<file path="config.mk">
export PLATFORM = sky130hd
export DESIGN_NAME = ram_arbiter
export DESIGN_NICKNAME = d
export VERILOG_FILES = /design/src/rtl/ram_arb_pkg.sv /design/src/rtl/ram_arbiter.sv
export SDC_FILE = /design/constraint.sdc
export NUM_CORES = 1
export LEC_CHECK = 0
export ABC_AREA = 1
export CORE_MARGIN = 2
export CORE_UTILIZATION = 32
export DETAILED_ROUTE_END_ITERATION = 6
export GPL_ROUTABILITY_DRIVEN = 0
export HOLD_SLACK_MARGIN = 0.06
export PLACE_DENSITY = 0.74
export SYNTH_ARGS = -nofsm -noshare
export SYNTH_HDL_FRONTEND = slang
export SYNTH_SLANG_ARGS = --single-unit
</file>
<file path="constraint.sdc">
create_clock -name clk -period 1.43 [get_ports clk]
set_input_delay 0.286 -clock clk [delete_from_list [all_inputs] [get_ports clk]]
set_output_delay 0.286 -clock clk [all_outputs]
set_load 0.02 [all_outputs]
</file>
<file path="src/rtl/ram_arb_pkg.sv">
// Shared types and sizes for the data RAM and the blocks that access it.
package ram_arb_pkg;
    typedef enum logic [1:0] {ARB_IDLE, ARB_OWN0, ARB_OWN1} arb_state_t;
    localparam int RAM_ADDR_W = 7;
    localparam int RAM_DATA_W = 8;
endpackage

</file>
<file path="src/rtl/ram_arbiter.sv">
// Shares the single-port data RAM between the CPU data port (0) and the debug/DMA port (1):
// round-robin on ties, bounded bursts, one access per cycle, read data one cycle after grant.
module ram_arbiter
    import ram_arb_pkg::*;
#(
    parameter int ADDR_W    = RAM_ADDR_W,
    parameter int DATA_W    = RAM_DATA_W,
    parameter int BURST_MAX = 4
) (
    input  logic              clk,
    input  logic              reset,
    input  logic              req0,
    input  logic              we0,
    input  logic [ADDR_W-1:0] addr0,
    input  logic [DATA_W-1:0] wdata0,
    input  logic              req1,
    input  logic              we1,
    input  logic [ADDR_W-1:0] addr1,
    input  logic [DATA_W-1:0] wdata1,
    output logic              gnt0,
    output logic              gnt1,
    output logic              rvalid0,
    output logic              rvalid1,
    output logic [DATA_W-1:0] rdata,
    output logic              ram_en,
    output logic [ADDR_W-1:0] ram_addr,
    output logic [DATA_W-1:0] ram_data,
    input  logic [DATA_W-1:0] ram_q
);

    localparam logic [3:0] BURST_MAX_C = 4'(BURST_MAX);

    arb_state_t        r_state;
    arb_state_t        w_state_next;
    logic              r_last;
    logic [3:0]        r_cnt;
    logic [3:0]        w_cnt_next;
    logic [3:0]        w_cnt_inc;
    logic              w_gnt0_raw;
    logic              w_gnt1_raw;
    logic              w_gnt0;
    logic              w_gnt1;
    logic              r_rvalid0;
    logic              r_rvalid1;
    logic [DATA_W-1:0] r_rdata;

    always_comb begin
        w_gnt0_raw   = 1'b0;
        w_gnt1_raw   = 1'b0;
        w_state_next = r_state;
        w_cnt_next   = r_cnt;
        // cnt saturates at the burst limit while the owner runs unopposed
        w_cnt_inc    = (r_cnt < BURST_MAX_C) ? r_cnt + 4'd1 : BURST_MAX_C;
        case (r_state)
            ARB_IDLE: begin
                if (req0 && (!req1 || r_last)) begin
                    w_gnt0_raw   = 1'b1;
                    w_state_next = ARB_OWN0;
                    w_cnt_next   = 4'd1;
                end else if (req1) begin
                    w_gnt1_raw   = 1'b1;
                    w_state_next = ARB_OWN1;
                    w_cnt_next   = 4'd1;
                end else begin
                    w_cnt_next   = 4'd0;
                end
            end
            ARB_OWN0: begin
                if (req0 && ((r_cnt < BURST_MAX_C) || !req1)) begin
                    w_gnt0_raw   = 1'b1;
                    w_cnt_next   = w_cnt_inc;
                end else if (req1) begin
                    w_gnt1_raw   = 1'b1;
                    w_state_next = ARB_OWN1;
                    w_cnt_next   = 4'd1;
                end else begin
                    w_state_next = ARB_IDLE;
                    w_cnt_next   = 4'd0;
                end
            end
            ARB_OWN1: begin
                if (req1 && ((r_cnt < BURST_MAX_C) || !req0)) begin
                    w_gnt1_raw   = 1'b1;
                    w_cnt_next   = w_cnt_inc;
                end else if (req0) begin
                    w_gnt0_raw   = 1'b1;
                    w_state_next = ARB_OWN0;
                    w_cnt_next   = 4'd1;
                end else begin
                    w_state_next = ARB_IDLE;
                    w_cnt_next   = 4'd0;
                end
            end
            default: begin
                w_state_next = ARB_IDLE;
                w_cnt_next   = 4'd0;
            end
        endcase
    end

    // No access may reach the RAM while reset is asserted
    assign w_gnt0   = w_gnt0_raw & ~reset;
    assign w_gnt1   = w_gnt1_raw & ~reset;
    assign gnt0     = w_gnt0;
    assign gnt1     = w_gnt1;
    assign ram_en   = (w_gnt0 & we0) | (w_gnt1 & we1);
    assign ram_addr = w_gnt1 ? addr1 : addr0;
    assign ram_data = w_gnt1 ? wdata1 : wdata0;
    assign rvalid0  = r_rvalid0;
    assign rvalid1  = r_rvalid1;
    assign rdata    = r_rdata;

    always_ff @(posedge clk) begin
        if (reset) begin
            r_state   <= ARB_IDLE;
            r_last    <= 1'b1;
            r_cnt     <= 4'd0;
            r_rvalid0 <= 1'b0;
            r_rvalid1 <= 1'b0;
            r_rdata   <= '0;
        end else begin
            r_state   <= w_state_next;
            r_cnt     <= w_cnt_next;
            if (w_gnt0) begin
                r_last <= 1'b0;
            end else if (w_gnt1) begin
                r_last <= 1'b1;
            end
            r_rvalid0 <= w_gnt0 & ~we0;
            r_rvalid1 <= w_gnt1 & ~we1;
            if ((w_gnt0 & ~we0) | (w_gnt1 & ~we1)) begin
                r_rdata <= ram_q;
            end
        end
    end

endmodule
</file>
==> results of run 1 <==
==> registers in the layout, summed over array words and instances (netlist names) <==
| name | count |
|---|---|
| r_cnt | 4 |
| rvalid0 | 1 |
| r_state | 2 |
| rvalid1 | 1 |
| r_last | 1 |
| rdata | 8 |
==> cells in the final DEF (no fill, tap or decap), types with 2 or more instances in the layout <==
master,instances
o211ai_1,2
nor2_2,4
dfxtp_2,3
nand2_2,29
inv_1,16
nand2_4,9
dfxtp_1,12
a21oi_2,9
nand3_4,7
inv_2,5
clkdlybuf4s50_1,41
dfxtp_4,2
nand3_2,10
dlygate4sd2_1,12
buf_6,22
nor2_1,9
nand2_1,25
clkbuf_4,3
nand3_1,2
buf_4,17
==> repair_timing <==
item / 4_1_cts / 5_1_grt
endpoints found under the hold margin: 0 / 0
setup endpoints to repair: 37 / 26
gates cloned: 4 / 1
buffers inserted: 2 / 2
resized for setup: 157 / 31
pin swaps: 21 / 14
==> per-stage QoR <==
step	power (W)	utilization [%]
6_report	0.00184	71.4
5_1_grt	0.00196	71.4
4_1_cts	0.00176	66.9
3_5_place_dp	0.00141	61.1
3_3_place_gp	0.00140	61.1
2_1_floorplan	0.000996	-
==> worst paths after layout <==
path,depth (start not counted),to,slack (ns),from
min,4,rdata[7]$_SDFFE_PP0P_,0.55,rdata[7]$_SDFFE_PP0P_
min reg2reg,4,rdata[7]$_SDFFE_PP0P_,0.55,rdata[7]$_SDFFE_PP0P_
max reg2reg,10,rdata[3]$_SDFFE_PP0P_,-0.08,r_cnt[2]$_SDFF_PP0_
max,9,ram_data[6],-0.43,r_cnt[2]$_SDFF_PP0_
==> layout make-up <==
type	count	area share [%]
sequential	17	15.0
tap	46	2.45
inverter	23	4.32
timing repair inverter	1	0.374
timing repair buffer	94	39.5
multi-input combinational	119	37.2
clock buffer	4	1.12
==> power groups by stage <==
stage	Sequential, W	Clock [W]	Combinational, W
2_1_floorplan	0.000600	0	0.000396
3_3_place_gp	0.000563	0	0.000836
3_5_place_dp	0.000566	0	0.000844
4_1_cts	0.000558	0.000267	0.000935
5_1_grt	0.000571	0.000292	0.00110
6_report	0.000562	0.000256	0.00102
==> cells by family after synthesis <==
| logic type | synth area share, % |
|---|---|
| AOI/OAI and AO/OA | 10.9 |
| other | 0.347 |
| and+or+nand+nor | 42.9 |
| adders and majority gates | 1.16 |
| buffers and inverters | 13.2 |
| DFF | 31.5 |
==> worst max-delay path: stages (launching register included) <==
cell	delay [ns]
dfxtp_2	0.34
o21ai_2	0.16
nand2_1	0.08
nand2_2	0.09
nand3_4	0.10
nand2_8	0.13
buf_6	0.15
nand2_2	0.06
nand2_2	0.06
buf_6	0.11
==> per-layer routing <==
layer  wire, um  part of all wire [%]  up-vias
met5          0                     0        -
met4         35                  0.97        0
met3        250                   6.9        4
met2       1890                    52       55
met1       1430                    40      619
li1           -                     -      703
==> run summary, run 1 <==
Rows: 21
Clk Tree Root Cell: clkbuf_4
setup ws final: -0.426 ns
GR Util met2: 33.4%
Die H: 62.1 um
fraction of layout cells with a size suffix above 1: 50.4%
WL final: 3.60 mm
Yosys top cell area share: 31.5%
switching share of power: 38.0%
count of cell types in the netlist: 27
Avg WL per Cell: 11.9 um
most frequent cell after synthesis: nand2_1
pin count of the biggest net entering global routing: 17
IO Port Bufs: 71
CTS Sinks: 17
fin nets: 304
Post-DRT Antenna Nets: 0
Synth Warn #: 0
vias in the first global route: 1436
GRT Resource Usage Total: 18.7%
most used flip-flop cell after synthesis: dfxtp_1
synthesis-to-layout area growth: 117%
first-pass GRT wire length: 6.00 mm
CTS Hold Buffers Added: 0
fraction of the cycle the final worst path needs: 130%
M1 GR Usage: 21.4%
post-route design area: 2340 sq um
cell taking the most area after synthesis: dfxtp_1
DR vias: 1381
clock share of power: 13.9%
worst-case clock buffer depth: 2
placed cells: 292
FILL cells: 257
Worst EP required: 1.14 ns
GRT busiest layer: met2
cts bufs inserted: 3
GR Overflow Total: 0
WS Path Type: reg -> out
Startpoint Class: flip-flop
Area contributors post-synth: dfxtp_1 31%, nand2_1 21%, a21oi_2 7.3%, inv_1 6.9%, nor2_1 4.9%
Leakage Power: 1.15 nW
grt met3 use: 4.89%
area post-placement: 2010 sq um
hold crit path type: reg -> reg
Psw: 0.000701 W
top cells by count, synth: 61 x nand2_1, 20 x inv_1, 17 x dfxtp_1
syn avg cell area: 6.76 sq um
initial antenna violation count: 0
Pint: 0.00114 W
status: complete, but fails checks
Post-Synthesis Net Count: 205
non-filler instance count after layout: 304
CTS tree: yes
CORE AREA: 3280 sq um
Worst-Skew Late Latency: 0.28 ns
Worst Skew: 0.00184 ns
Post-route DRC: 0
MaxCap Viol Count: 0
Post-synth EDFFs: 0
Post-Syn Instances: 160
Setup WS pre-CTS: -1.04 ns
H-tree levels: 1
die area: 3860 sq um
Pre-Repair DR Iteration Count: 4
Vias/cell: 4.54
initial DRC count: 39
Total Neg Setup Slack: -7.36 ns
Power Dens Cells: 786 nW/um^2
fin. max-slew vios: 0
minimum clock period after layout: 1.86 ns
# diodes: 0
sequential power share: 30.5%
# IOs: 72
CP arrival: 1.57 ns
Fmax: 539 MHz
Seq/Total Area, Yosys: 31.5%
mapped cell area: 1080 sq um
Comb power frac: 55.6%
final hold slack: 0.551 ns
unrepaired setup endpoints after global routing: true
area of the multi-input gates: 873 sq um
Final setup viols: 26
synthesized flop and latch total: 17
VDD IR max: 0.449 mV
Starting Density: 32.9%
Worst-path clk slew: 0.10 ns
crit path capture type: output pin
maximum fanout along the worst path: 7
asr flop ratio synth: 0%
Reg area: 352 sq um
Final Hold Fails: 0
DP Wirelength: 2.39 mm
failing checks: setup timing
Die Wd: 62.1 um
(Power assumes the default switching activity.)
==> run 2, diff against run 1 <==
--- a/config.mk
+++ b/config.mk
@@ -15,3 +15,4 @@
 export SYNTH_ARGS = -nofsm -noshare
 export SYNTH_HDL_FRONTEND = slang
 export SYNTH_SLANG_ARGS = --single-unit
+export TNS_END_PERCENT = 30
==> run 2 against run 1 <==
Net effect: total power down 7.4%; critical path depth unchanged; non-clock buffer count is 1 lower; worst hold slack lost 0.0044 ns; clock-buffer cell count is the same; final area fell by 9.0%; via count is 4.3% lower; wire length fell by 14%; the run still ends with setup timing left; maximum frequency rose by 1.5%; final cell count is 2.0% lower; clock power grew 2%; largest cell class unchanged.
==> run summary, run 2 (same netlist as run 1, synthesis figures left out) <==
Vias/cell: 4.43
unrepaired setup endpoints after global routing: true
setup ws final: -0.398 ns
Post-route DRC: 0
VDD IR max: 0.331 mV
cts bufs inserted: 3
Clk Tree Root Cell: clkbuf_4
final core utilization: 65.0%
status: complete, but fails checks
IO Port Bufs: 71
# IOs: 72
die area: 3860 sq um
CP arrival: 1.54 ns
Starting Density: 32.9%
Fmax: 547 MHz
fraction of layout cells with a size suffix above 1: 41.7%
H-tree levels: 1
crit path capture type: output pin
Worst Path Buf+Inv: 2
Largest stage delay, worst path: 0.34 ns
GRT Resource Usage Total: 15.5%
initial DRC count: 94
Worst-Skew Late Latency: 0.29 ns
maximum fanout along the worst path: 7
fin nets: 298
initial antenna violation count: 0
synthesis-to-layout area growth: 97.5%
worst-case clock buffer depth: 2
fin. max-slew vios: 0
Startpoint Class: flip-flop
WS Path Type: reg -> out
Pre-Repair DR Iteration Count: 4
Rows: 21
total power: 0.00171 W
WL final: 3.09 mm
non-filler instance count after layout: 298
Final setup viols: 26
Largest delay share family, worst path: simple AND/OR/NAND/NOR gates
worst path cell trace: o21ai_2 -> nand2_1 -> nand2_2 -> nand3_4 -> nand2_8 -> buf_6 -> nand2_1 -> nand2_2 -> buf_6
DR vias: 1321
CTS Sinks: 17
placed cells: 293
CTS tree: yes
FILL cells: 290
max reg flops: 8
most frequent cells in the layout: 41 x clkdlybuf4s50_1, 31 x nand2_2, 29 x nand2_1
hold crit path type: reg -> reg
Worst EP required: 1.14 ns
CTS Hold Buffers Added: 0
Die Wd: 62.1 um
Post-DRT Antenna Nets: 0
Avg WL per Cell: 10.4 um
Worst-path clk slew: 0.10 ns
R2R setup slack: -0.04 ns
Die H: 62.1 um
Final Hold Fails: 0
Worst Skew: 0.00578 ns
failing checks: setup timing
GR Overflow Total: 0
Power Dens Cells: 800 nW/um^2
# diodes: 0
most common cell after layout, fill and taps aside: clkdlybuf4s50_1
DP Wirelength: 2.35 mm
Total Neg Setup Slack: -6.68 ns
pin count of the biggest net entering global routing: 18
minimum clock period after layout: 1.83 ns
first-pass GRT wire length: 4.96 mm
Leakage Power: 1.07 nW
MaxCap Viol Count: 0
vias in the first global route: 1231
fraction of the cycle the final worst path needs: 128%
critical path's slowest cell: dfxtp_2
CORE AREA: 3280 sq um
run 2: cell count changes in the layout (fill, tap and decap cells not counted), sizes merged:
cell / previous run / this run
buf: 41 / 40
clkinv: 1 / 0
nand3: 19 / 15
run 2: final timing paths:
| check | cells after the start | end | start |
|---|---|---|---|
| setup / recovery | 9 | ram_data[6] | r_cnt[3]$_SDFF_PP0_ |
| hold / removal | 4 | rdata[6]$_SDFFE_PP0P_ | rdata[6]$_SDFFE_PP0P_ |
| setup reg to reg | 8 | rdata[0]$_SDFFE_PP0P_ | r_cnt[3]$_SDFF_PP0_ |
| hold reg to reg | 4 | rdata[6]$_SDFFE_PP0P_ | rdata[6]$_SDFFE_PP0P_ |
run 2: final cells by class:
class / instances / area, sq um / area share (%)
Sequential cell: 17 / 345 / 16.2
Inverter: 23 / 93.8 / 4.40
Timing Repair Buffer: 93 / 888 / 41.6
Multi-Input combinational cell: 115 / 723 / 33.9
Clock buffer: 4 / 26.3 / 1.23
Tap cell: 46 / 57.6 / 2.70
run 2: per-layer routing:
metal | routed length (um) | vias up | global-route usage [%]
li1 | - | 680 | -
met3 | 274 | 2 | 6.70
met5 | 0 | - | 0
met4 | 17 | 0 | 3.33
met2 | 1570 | 54 | 28.9
met1 | 1230 | 585 | 16.1
run 2: report_power, final:
group / internal [W] / switching, W
registers: 0.000526 / 0.0000283
clock network: 0.000108 / 0.000153
logic: 0.000449 / 0.000442
run 2: what timing repair did:
action | in CTS | in global routing
buffers inserted | 1 | 0
resized for setup | 132 | 18
pin swaps | 10 | 15
setup endpoints to repair | 37 | 27
run 2: worst reg2reg max path: stages (launching register included):
cell	delay, ns
dfxtp_2	0.34
o21ai_2	0.14
buf_4	0.14
nand3_2	0.08
nand3_2	0.09
buf_4	0.12
nand3_4	0.20
a21oi_2	0.21
nor2_1	0.05
run 2: stage by stage:
step	hold slack [ns]	worst slack [ns]	area, sq um
6_report	0.546	-0.398	2130
5_1_grt	0.572	-0.511	2130
4_1_cts	0.547	-0.391	2080
3_5_place_dp	0.533	-1.03	2000
3_3_place_gp	0.531	-1.01	2000
2_1_floorplan	0.410	-0.0454	1140
==> run 3, diff against run 2 <==
--- a/config.mk
+++ b/config.mk
@@ -6,12 +6,14 @@
 export NUM_CORES = 1
 export LEC_CHECK = 0
 export ABC_AREA = 1
+export CELL_PAD_IN_SITES_DETAIL_PLACEMENT = 1
+export CELL_PAD_IN_SITES_GLOBAL_PLACEMENT = 2
 export CORE_MARGIN = 2
-export CORE_UTILIZATION = 32
+export CORE_UTILIZATION = 15
 export DETAILED_ROUTE_END_ITERATION = 6
 export GPL_ROUTABILITY_DRIVEN = 0
-export HOLD_SLACK_MARGIN = 0.06
-export PLACE_DENSITY = 0.74
+export HOLD_SLACK_MARGIN = 0.03
+export PLACE_DENSITY = 0.72
 export SYNTH_ARGS = -nofsm -noshare
 export SYNTH_HDL_FRONTEND = slang
 export SYNTH_SLANG_ARGS = --single-unit
==> run 3 against run 2 <==
Net effect: the flow still finishes with violations (setup timing); sequential share of layout area shrank 0.68 points; register-to-register slack lost 0.32 ns; largest cell class unchanged; global-route usage shrank 5.5 points; flip-flop and latch count is the same; utilization shrank 33 points; clock-buffer cell count is the same; final cell count grew 19%; total power grew 6.1%; critical path depth is the same; critical endpoint is now ram_data[4].
==> run summary, run 3 (same netlist as run 1, synthesis figures left out) <==
status: complete, but fails checks
failing checks: setup timing
worst-case clock buffer depth: 2
H-tree levels: 1
# diodes: 0
Vias/cell: 3.75
vias in the first global route: 1350
Rows: 30
Startpoint Class: input pin
R2R depth: 13
GRT Resource Usage Total: 10.0%
# IOs: 72
first-pass GRT wire length: 6.25 mm
fin nets: 304
maximum fanout along the worst path: 7
hold crit path type: reg -> reg
IO Port Bufs: 71
Hold EP: rdata[0]$_SDFFE_PP0P_
initial DRC count: 13
CTS tree: yes
max reg flops: 8
Hold Crit Start: rdata[0]$_SDFFE_PP0P_
GR Overflow Total: 0
fraction of layout cells with a size suffix above 1: 39.9%
pin count of the biggest net entering global routing: 18
unrepaired setup endpoints after global routing: true
Avg WL per Cell: 10.7 um
R2R setup slack: -0.36 ns
fraction of the cycle the final worst path needs: 125%
Fmax: 560 MHz
CP arrival: 1.50 ns
die area: 7900 sq um
most common cell after layout, fill and taps aside: clkdlybuf4s50_1
DR vias: 1327
minimum clock period after layout: 1.79 ns
Final setup viols: 28
CORE AREA: 6870 sq um
DP Wirelength: 2.90 mm
Starting Density: 15.7%
WS Path Type: in -> out
setup ws final: -0.355 ns
CTS Sinks: 17
VDD IR max: 0.217 mV
Power Dens Cells: 813 nW/um^2
Final Hold Fails: 0
Worst EP required: 1.14 ns
Clk Tree Root Cell: clkbuf_8
worst r2r dst: r_cnt[1]$_SDFF_PP0_
Die Wd: 88.9 um
Post-DRT Antenna Nets: 0
Pre-Repair DR Iteration Count: 3
total power: 0.00181 W
Worst Skew: 0.00637 ns
Worst-path clk slew: 0.07 ns
hold depth: 4
Leakage Power: 1.10 nW
Total Neg Setup Slack: -7.09 ns
worst reg2reg path startpoint: r_cnt[3]$_SDFF_PP0_
initial antenna violation count: 0
MaxCap Viol Count: 0
crit path capture type: output pin
Die H: 88.9 um
WL final: 3.79 mm
Worst-Skew Late Latency: 0.25 ns
Post-route DRC: 0
synthesis-to-layout area growth: 106%
cts bufs inserted: 3
most frequent cells in the layout: 41 x clkdlybuf4s50_1, 38 x nand2_1, 27 x buf_4
fin. max-slew vios: 0
## run 3: cell types whose count changed in the layout (fill, tap and decap cells not counted), sizes merged
cell	delta
dlygate4sd2	-1
clkdlybuf4s15	+1
buf	+6
## run 3: worst max path at each step
stage	start	to	slack [ns]	depth (start not counted)
floorplan	r_state[1]$_SDFFE_PP0P_	ram_addr[4]	-0.05	9
global placement	req0	ram_data[5]	-1.09	9
detailed placement	req0	ram_addr[2]	-1.12	9
CTS	r_cnt[3]$_SDFF_PP0_	ram_addr[6]	-0.37	9
global route	r_state[1]$_SDFFE_PP0P_	ram_addr[1]	-0.47	9
finish	req0	ram_data[4]	-0.36	9
## run 3: timing repair
action,4_1_cts,5_1_grt
buffers inserted,7,0
pin swaps,16,8
resized for setup,137,6
hold buffers,0,0
cloned,1,0
endpoints found under the setup margin,42,30
## run 3: per-stage QoR
step,utilization (%),setup WS [ns],cell area (sq um),instances,hold slack [ns]
5_1_grt,32.4,-0.469,2230,354,0.595
3_3_place_gp,30.0,-1.09,2060,342,0.540
6_report,32.4,-0.355,2230,354,0.544
3_5_place_dp,30.0,-1.12,2060,342,0.542
4_1_cts,32.2,-0.366,2210,354,0.552
2_1_floorplan,-,-0.0454,1140,160,0.410
## run 3: layer usage
metal	vias up	part of all wire, %	wire length [um]	GRT usage [%]
li1	689	-	-	-
met5	-	0	0	0
met3	2	7.7	291	3.23
met4	0	0.77	29	2.48
met1	596	40	1520	11.0
met2	40	51	1940	18.5
## run 3: worst max-delay path, cell delays in order
cell and delay, ns:
dlygate4sd2_1 0.38, nand2_2 0.13, nand3_2 0.11, nand3_4 0.11, nand2_8 0.11, buf_6 0.15
nand2_2 0.06, nand2_2 0.06, buf_6 0.11
## run 3: final cells by class
type                       instances  area [sq um]
sequential                        17           345
tap                               96           120
timing repair buffer              99           933
clock buffer                       4          45.0
fill                             839          4640
multi-input combinational        115           691
inverter                          23          93.8
## run 3: report_power, final
part           total (W)  internal, W  leakage (nW)  switching [W]
combinational   0.000900     0.000456         0.936       0.000444
sequential      0.000557     0.000527         0.141      0.0000296
clock           0.000354     0.000197        0.0228       0.000157
total            0.00181      0.00118          1.10       0.000631
